[src/rtl/sdram_line_arbiter.sv]
// sdram_line_arbiter: grants one channel at a time and moves a full line between
// its buffer and SDRAM as 2^SEG_W bursts of 2^BURST_W words.
module sdram_line_arbiter #(
    parameter int NCH     = 2,
    parameter int LINE_W  = 12,
    parameter int SEG_W   = 2,
    parameter int BURST_W = 8,
    parameter int ARB_RR  = 0,
    localparam int ADDR_W = LINE_W + SEG_W + BURST_W,
    localparam int BA_W   = SEG_W + BURST_W
) (
    input  logic                    sys_clk,
    input  logic                    sys_rst,
    input  logic [NCH-1:0]          ch_req,
    input  logic [NCH-1:0]          ch_write,
    input  logic [NCH*LINE_W-1:0]   ch_line_addr,
    output logic [NCH-1:0]          ch_ack,
    output logic [ADDR_W-1:0]       sdram_rw_addr,
    output logic                    sdram_rd_req,
    output logic                    sdram_wr_req,
    output logic [9:0]              sdram_rd_burst,
    output logic [9:0]              sdram_wr_burst,
    input  logic                    sdram_rd_ack,
    input  logic                    sdram_wr_ack,
    input  logic [15:0]             sdram_dout,
    output logic [15:0]             sdram_din,
    output logic                    buf_wr_en,
    output logic [BA_W-1:0]         buf_wr_addr,
    output logic [15:0]             buf_wr_data,
    output logic [1:0]              buf_sel,
    output logic [BA_W-1:0]         buf_rd_addr,
    input  logic [15:0]             buf_rd_data,
    output logic                    busy
);
    typedef enum logic [2:0] {IDLE, ISSUE, XFER, GAP, DONE} state_t;

    localparam logic [9:0] BLEN = 10'(2 ** BURST_W);

    state_t              state_q;
    logic [NCH-1:0]      req_s_q, ack_q;
    logic [1:0]          g_q, rr_q;
    logic                wr_q;
    logic [LINE_W-1:0]   line_q;
    logic [SEG_W-1:0]    seg_q;
    logic [BURST_W-1:0]  cnt_q;
    logic                rd_req_q, wr_req_q;
    logic [ADDR_W-1:0]   addr_q;
    logic                bwe_q;
    logic [BA_W-1:0]     bwa_q;
    logic [15:0]         bwd_q;

    logic [NCH-1:0]      elig, g_oh;
    logic [1:0]          gnt_d;
    logic                gnt_v, sel_wr, req_g, xack;
    logic [LINE_W-1:0]   sel_line;
    logic [SEG_W-1:0]    seg_d;

    always_comb begin
        elig     = req_s_q & ~ack_q;
        gnt_v    = |elig;
        gnt_d    = '0;
        sel_line = '0;
        sel_wr   = 1'b0;
        g_oh     = '0;
        if (ARB_RR != 0) begin
            // walk from farthest to nearest after the last grant so the nearest wins
            for (int k = NCH; k >= 1; k--)
                for (int j = 0; j < NCH; j++)
                    if (elig[j] && j == (int'(rr_q) + k) % NCH) gnt_d = 2'(j);
        end else begin
            for (int j = NCH - 1; j >= 0; j--)
                if (elig[j]) gnt_d = 2'(j);
        end
        for (int j = 0; j < NCH; j++) begin
            if (gnt_d == 2'(j)) begin
                sel_line = ch_line_addr[j*LINE_W +: LINE_W];
                sel_wr   = ch_write[j];
            end
            g_oh[j] = (g_q == 2'(j));
        end
        req_g = |(req_s_q & g_oh);
        xack  = wr_q ? sdram_wr_ack : sdram_rd_ack;
        seg_d = seg_q + 1'b1;
    end

    always_ff @(posedge sys_clk) begin
        if (sys_rst) begin
            state_q  <= IDLE;
            req_s_q  <= '0;
            ack_q    <= '0;
            g_q      <= '0;
            rr_q     <= '0;
            wr_q     <= 1'b0;
            line_q   <= '0;
            seg_q    <= '0;
            cnt_q    <= '0;
            rd_req_q <= 1'b0;
            wr_req_q <= 1'b0;
            addr_q   <= '0;
            bwe_q    <= 1'b0;
            bwa_q    <= '0;
            bwd_q    <= '0;
        end else begin
            req_s_q <= ch_req;
            bwe_q   <= 1'b0;
            case (state_q)
                IDLE: if (gnt_v) begin
                    g_q      <= gnt_d;
                    rr_q     <= gnt_d;
                    wr_q     <= sel_wr;
                    line_q   <= sel_line;
                    seg_q    <= '0;
                    addr_q   <= {sel_line, {SEG_W{1'b0}}, {BURST_W{1'b0}}};
                    rd_req_q <= !sel_wr;
                    wr_req_q <= sel_wr;
                    state_q  <= ISSUE;
                end
                ISSUE: begin
                    cnt_q   <= '0;
                    state_q <= XFER;
                end
                XFER: if (xack) begin
                    cnt_q <= cnt_q + 1'b1;
                    if (!wr_q) begin
                        bwe_q <= 1'b1;
                        bwa_q <= {seg_q, cnt_q};
                        bwd_q <= sdram_dout;
                    end
                    if (&cnt_q) begin
                        rd_req_q <= 1'b0;
                        wr_req_q <= 1'b0;
                        state_q  <= GAP;
                    end
                end
                GAP: if (&seg_q) begin
                    ack_q   <= ack_q | g_oh;
                    state_q <= DONE;
                end else begin
                    seg_q    <= seg_d;
                    addr_q   <= {line_q, seg_d, {BURST_W{1'b0}}};
                    rd_req_q <= !wr_q;
                    wr_req_q <= wr_q;
                    state_q  <= ISSUE;
                end
                DONE: if (!req_g) begin
                    ack_q   <= ack_q & ~g_oh;
                    state_q <= IDLE;
                end
                default: state_q <= IDLE;
            endcase
        end
    end

    // read-ahead by one word whenever the controller takes the current one
    assign buf_rd_addr    = (state_q == ISSUE) ? {seg_q, {BURST_W{1'b0}}}
                          : {seg_q, cnt_q + BURST_W'(state_q == XFER && sdram_wr_ack)};
    assign sdram_din      = (state_q == XFER && wr_q) ? buf_rd_data : 16'h0;
    assign sdram_rw_addr  = addr_q;
    assign sdram_rd_req   = rd_req_q;
    assign sdram_wr_req   = wr_req_q;
    assign sdram_rd_burst = BLEN;
    assign sdram_wr_burst = BLEN;
    assign buf_wr_en      = bwe_q;
    assign buf_wr_addr    = bwa_q;
    assign buf_wr_data    = bwd_q;
    assign buf_sel        = g_q;
    assign ch_ack         = ack_q;
    assign busy           = (state_q != IDLE);
endmodule

[config.mk]
export PLATFORM = sky130hd
export DESIGN_NAME = sdram_line_arbiter
export DESIGN_NICKNAME = d
export VERILOG_FILES = /design/src/rtl/sdram_line_arbiter.sv
export SDC_FILE = /design/constraint.sdc
export NUM_CORES = 1
export LEC_CHECK = 0
export ABC_AREA = 1
export CORE_MARGIN = 2
export CORE_UTILIZATION = 45
export DETAILED_ROUTE_END_ITERATION = 6
export PLACE_DENSITY = 0.83
export SLEW_MARGIN = 10
export SYNTH_ARGS = -nofsm -noshare
export SYNTH_HDL_FRONTEND = slang
export SYNTH_SLANG_ARGS = --single-unit
export TNS_END_PERCENT = 50
[constraint.sdc]
create_clock -name sys_clk -period 3.54 [get_ports sys_clk]
set_clock_uncertainty 0.15 [all_clocks]
set_input_delay 0.708 -clock sys_clk [delete_from_list [all_inputs] [get_ports sys_clk]]
set_output_delay 0.708 -clock sys_clk [all_outputs]
set_load 0.005 [all_outputs]
### After elaboration in Yosys (flattened, before gate mapping)

Index checks and enable logic that the tools add are counted.
W data, S select, Z words.

| storage, ports and cells | value |
|---|---|
| register bits | 83 |
| latch bits | 0 |
| memory bits (writable) | 0 |
| ROM bits | 0 |
| input port bits | 64 |
| output and inout bits | 102 |
| word-level logic and storage cells | 97 |
| memories kept | 0 |

| operators by class | value |
|---|---|
| $add $sub $neg | 3 |
| $mul | 0 |
| div/mod/pow operators | 0 |
| order comparisons | 0 |
| equal/unequal tests | 12 |
| shift-type cells | 0 |
| mux-type cells | 35 |
| bitwise logic cells | 9 |
| reduce and logical (&&, ||, !) cells | 24 |

Operators with widths:

| kind | number |
|---|---|
| $mux W22 | 2 |
| $pmux W22 S2 | 1 |
| $mux W12 | 2 |
| $mux W16 | 1 |
| $mux W8 | 2 |
| $pmux W8 S2 | 1 |
| $mux W3 | 5 |
| $pmux W3 S5 | 1 |
| $ne A2 B2 Y1 const B | 6 |
| $mux W1 | 11 |
| $mux W2 | 5 |
| $reduce_and A3 Y1 | 3 |
| $add A8 B1 Y8 | 1 |
| $add A8 B1 Y8 const B | 1 |
| $pmux W2 S2 | 2 |
| $reduce_and A8 Y1 | 1 |
| $and A2 B2 Y2 | 3 |
| $eq A3 B2 Y1 const B | 2 |
| $pmux W1 S3 | 2 |
| $reduce_and A2 Y1 | 3 |
| $reduce_bool A2 Y1 | 3 |
| $reduce_bool A3 Y1 | 2 |
| $reduce_and A5 Y1 | 1 |
| $eq A2 B1 Y1 const B | 2 |
| 13 further kinds | 20 |

### Logic depth before layout (Yosys ltp)

| logic depth | value |
|---|---|
| word-level depth | 10 |
| depth in mapped cells | 10 |
| gate-level depth less buffers | 10 |

### Worst setup path after synthesis

No wires, ideal clock.

| path | value |
|---|---|
| path kind | input -> output |
| start point | input sdram_wr_ack |
| end point | output buf_rd_addr[6] |
| data arrival time | 1.685 ns |
| required time | 2.682 ns |
| path slack | 0.997 ns |
| cell stages on the path | 8 |
| path buffers | 0 |
| cells stage by stage | inv_1 nor2_1 ha_1 ha_1 nand2_1 nor2_1 a21oi_1 a211oi_1 |

| on the way | value |
|---|---|
| cells in the longest elaborated chain, start to end | 3 |

Ends and longest elaborated chain:

| what | line | text |
|---|---|---|
| start, declared | 24 | `input logic sdram_wr_ack,` |
| $logic_and A1 B1 Y1 | 156 | `: {seg_q, cnt_q + BURST_W'(state_q == XFER && sdram_wr_ack)};` |
| $add A8 B1 Y8 | 156 |  |
| $mux W8 | 155 | `assign buf_rd_addr = (state_q == ISSUE) ? {seg_q, {BURST_W{1'b0}}}` |
| end, declared | 31 | `output logic [BA_W-1:0] buf_rd_addr,` |

Every way passes these cells.

### Worst setup path after layout

| path | value |
|---|---|
| start point | register state_q[0] |
| end point | output buf_rd_addr[4] |

| on the way | value |
|---|---|
| cells in the longest elaborated chain, start to end | 4 |
| elaborated cells between the ends (all ways) | 5 |
| those cells by class | 1 x add/sub; 2 x eq/ne; 1 x mux; 1 x reduce/logical |

Ends and longest elaborated chain:

| what | line | text |
|---|---|---|
| start, declared | 39 | `state_t state_q;` |
| start signal, assigned | 88 | `state_q <= IDLE;` |
| start signal, assigned | 116 | `state_q <= ISSUE;` |
| start signal, assigned | 120 | `state_q <= XFER;` |
| $eq A3 B2 Y1 | 156 |  |
| $logic_and A1 B1 Y1 | 156 |  |
| $add A8 B1 Y8 | 156 |  |
| $mux W8 (*) | 155 |  |

Every way passes the cells marked *; elsewhere a longest branch is shown, timed or not.

==> results.sh <==
export IMPL_syn_area_um2=3680
export IMPL_max_cap_violations=0
export IMPL_yosysSeqAreaShare=0.3917
export IMPL_synth_area_leaders="dfxtp_1 39%, nor2_1 12%, nand2_1 9.1%"
export IMPL_fin_tns_setup_ns=0
export IMPL_final_max_slew_viol_count=0
export IMPL_crit_arrival_ns=2.45
export IMPL_criticalPathCategory="reg -> out"
export IMPL_rrSetupSlack_ns=1.50
export IMPL_p_leak_nw=2.434
export IMPL_yosysWarnings=0
export IMPL_die_w_um=94.43
export IMPL_grtUsageMet3=0.05188
export IMPL_fillers=652
export IMPL_first_iter_violations=158
export IMPL_grt_start_max_net_pins=46
export IMPL_antenna_found_initial=0
export IMPL_power_density_nw_per_um2=424.8
export IMPL_grt_usage=0.2123
export IMPL_finalCriticalPeriod_ns=3.311
export IMPL_syn_avg_cell_area_um2=6.678
export IMPL_cp_max_fo=5
export IMPL_cp_common_cell="nor2_1"
export IMPL_die_h_um=94.43
export IMPL_relSlewSlack=0.4906
export IMPL_synth_top_area_share=0.3917
export IMPL_fmax_mhz=302.0
export IMPL_synth_flop_cell="dfxtp_1"
export IMPL_min_period_over_period=0.9352
export IMPL_htreeDepth=3
export IMPL_crit_slowest_cell="clkdlybuf4s50_1"
export IMPL_hold_path_class="reg -> reg"
export IMPL_dieArea_um2=8917
export IMPL_grt_pass1_wl_um=15060
export IMPL_grt_setup_unrepaired="no"
export IMPL_clock_latency_ns=0.34
export IMPL_worst_ep_required_time_ns=2.68
export IMPL_cts_sinks=72
export IMPL_tightestPinTransition_ns=0.7633
export IMPL_start_util=0.4713
export IMPL_fin_total_pwr_mw=2.194
export IMPL_place_congestion=0.8444
export IMPL_synth_common_cells="121 x nor2_1, 89 x nand2_1, 72 x dfxtp_1"
export IMPL_cts_buffers=9
export IMPL_vias=3720
export IMPL_grt_overflow=0
export IMPL_grtUsageMet2=0.3881
export IMPL_hold_violations=0
export IMPL_grt_busiest_layer="met2"
export IMPL_root_buffer="clkbuf_8"
export IMPL_cts_hold_fix_buffers=0
export IMPL_vias_per_cell=4.745
export IMPL_irDropWorstVdd_mv=0.2458
export IMPL_cts_tree="yes"
export IMPL_coreArea_um2=7807
export IMPL_avgRoutedWirePerCell_um=11.94
export IMPL_first_pass_iters=4
export IMPL_yosys_register_bits=72
export IMPL_path_clk_slew_ns=0.08
export IMPL_area_growth_pct=40.36
export IMPL_crit_chain="nor2_4 -> nand2_2 -> nor2_1 -> ha_2 -> ha_1 -> nand2_1 -> nor2_2 -> buf_4 -> nor2_1 -> o21a_1 -> clkdlybuf4s50_1"
export IMPL_antenna_cells_inserted=0
export IMPL_end_kind="output port"
export IMPL_cts_path_max_buffers=2
export IMPL_rows=32
export IMPL_routed_wl_um=9363
export IMPL_yosysUniqueCellTypes=26
export IMPL_portBuffers=136
export IMPL_synthArstFlopShare=0
export IMPL_critPathLaunchType="flop"
export IMPL_post_cts_buffers=0
export IMPL_drtAntennaViolNets=0
export IMPL_status="complete, no violations"
export IMPL_post_route_util=0.6615
export IMPL_drc=0
export IMPL_syn_inst=551
export IMPL_setup_viol=0
export IMPL_ioPinCount=166
export IMPL_drive_gt1_frac=0.05425
export IMPL_grt_pass1_vias=3438
export IMPL_slowest_delay_ns=0.50
export IMPL_finalNetCount=746
export IMPL_synth_edff_count=0
export IMPL_yosys_area_top_type="dfxtp_1"
export IMPL_post_dp_hpwl_um=6909
export IMPL_synth_most_common_cell="nor2_1"
export IMPL_use_met1=0.2327
[power breakdown]
group / internal, mW / switching, mW
clock: 0.341 / 0.293
sequential: 0.906 / 0.0582
combinational: 0.292 / 0.305
total: 1.54 / 0.656
[area by class of cell]
cell class | instances | area (um2) | share of cell area
Multi-Input combinational cell | 382 | 1723 | 0.3336
Sequential cell | 72 | 1441 | 0.2791
Timing Repair Buffer | 141 | 1413 | 0.2735
Inverter | 72 | 272.8 | 0.05281
Clock buffer | 12 | 145.1 | 0.02810
Tap cell | 102 | 127.6 | 0.02471
Clock inverter | 3 | 42.54 | 0.008236
[placed cells by master, fill, tap and decap left out, drive strengths merged, types with 4 or more instances in the layout]
| master | synthesis | routed |
|---|---|---|
| o21ai | 79 | 79 |
| inv | 72 | 72 |
| a21oi | 32 | 32 |
| nor2 | 126 | 126 |
| dfxtp | 72 | 72 |
| clkbuf | 8 | 12 |
| nand2 | 95 | 95 |
| nand3 | 14 | 14 |
| buf | 44 | 5 |
| ha | 4 | 4 |
| conb | 2 | 29 |
| clkdlybuf4s50 | 0 | 134 |
[metrics by stage]
step	cell area [um2]	hold WS (ns)	setup WS, ns	cells
after floorplan	3781	0.3050	0.9975	578
final	5165	0.3249	0.2293	784
after global routing	5165	0.3440	0.07720	784
after detailed placement	4971	0.3145	-0.08070	769
after CTS	5160	0.3258	0.001701	784
after global placement	4971	0.3113	-0.02592	769
[logic make-up after synthesis]
family,share of synthesized area
other,0.002041
buffers and inverters,0.1690
flip-flops,0.3917
adder cells (fa/ha/maj),0.01360
AND/OR/NAND/NOR,0.2686
AO/OA/AOI/OAI,0.1551
[final timing paths]
path,startpoint,endpoint,depth (start not counted)
hold / removal,flop,flop,2
setup / recovery,state_q[0]$_SDFFE_PP0P_,buf_rd_addr[4],11
setup reg to reg,state_q[0]$_SDFFE_PP0P_,buf_wr_data[10]$_SDFFE_PP0P_,7
hold reg to reg,flop,flop,2
[per-layer routing]
layer,share of wire,up-vias
met1,0.41,1661
met2,0.50,144
li1,-,1901
met4,0.017,0
met5,0,-
met3,0.081,14
[state kept, by name (all words and copies together), names as in the netlist, named ones only]
signal and flops:
buf_wr_data 16, sdram_rw_addr 13, line_q 12, buf_wr_addr 10
cnt_q 8, state_q 3, req_s_q 2, buf_sel 1
buf_wr_en 1, sdram_rd_req 1, sdram_wr_req 1, seg_q 1
wr_q 1
[repair_timing]
| item | 4_1_cts | 5_1_grt |
|---|---|---|
| endpoints found under the setup margin | 3 | 4 |
| cloned | 0 | 0 |
| pin swaps | 0 | 0 |
| gates resized for setup | 3 | 2 |
[worst max-delay path, delay by kind of cell (launching register included)]
| family | cells | cell delay, ns |
|---|---|---|
| AO/OA/AOI/OAI | 1 | 0.12 |
| buffers and inverters | 2 | 0.63 |
| AND/OR/NAND/NOR | 6 | 0.53 |
| adder cells (fa/ha/maj) | 2 | 0.36 |
| flip-flops | 1 | 0.48 |
Power figures use the tool's default switching activity.
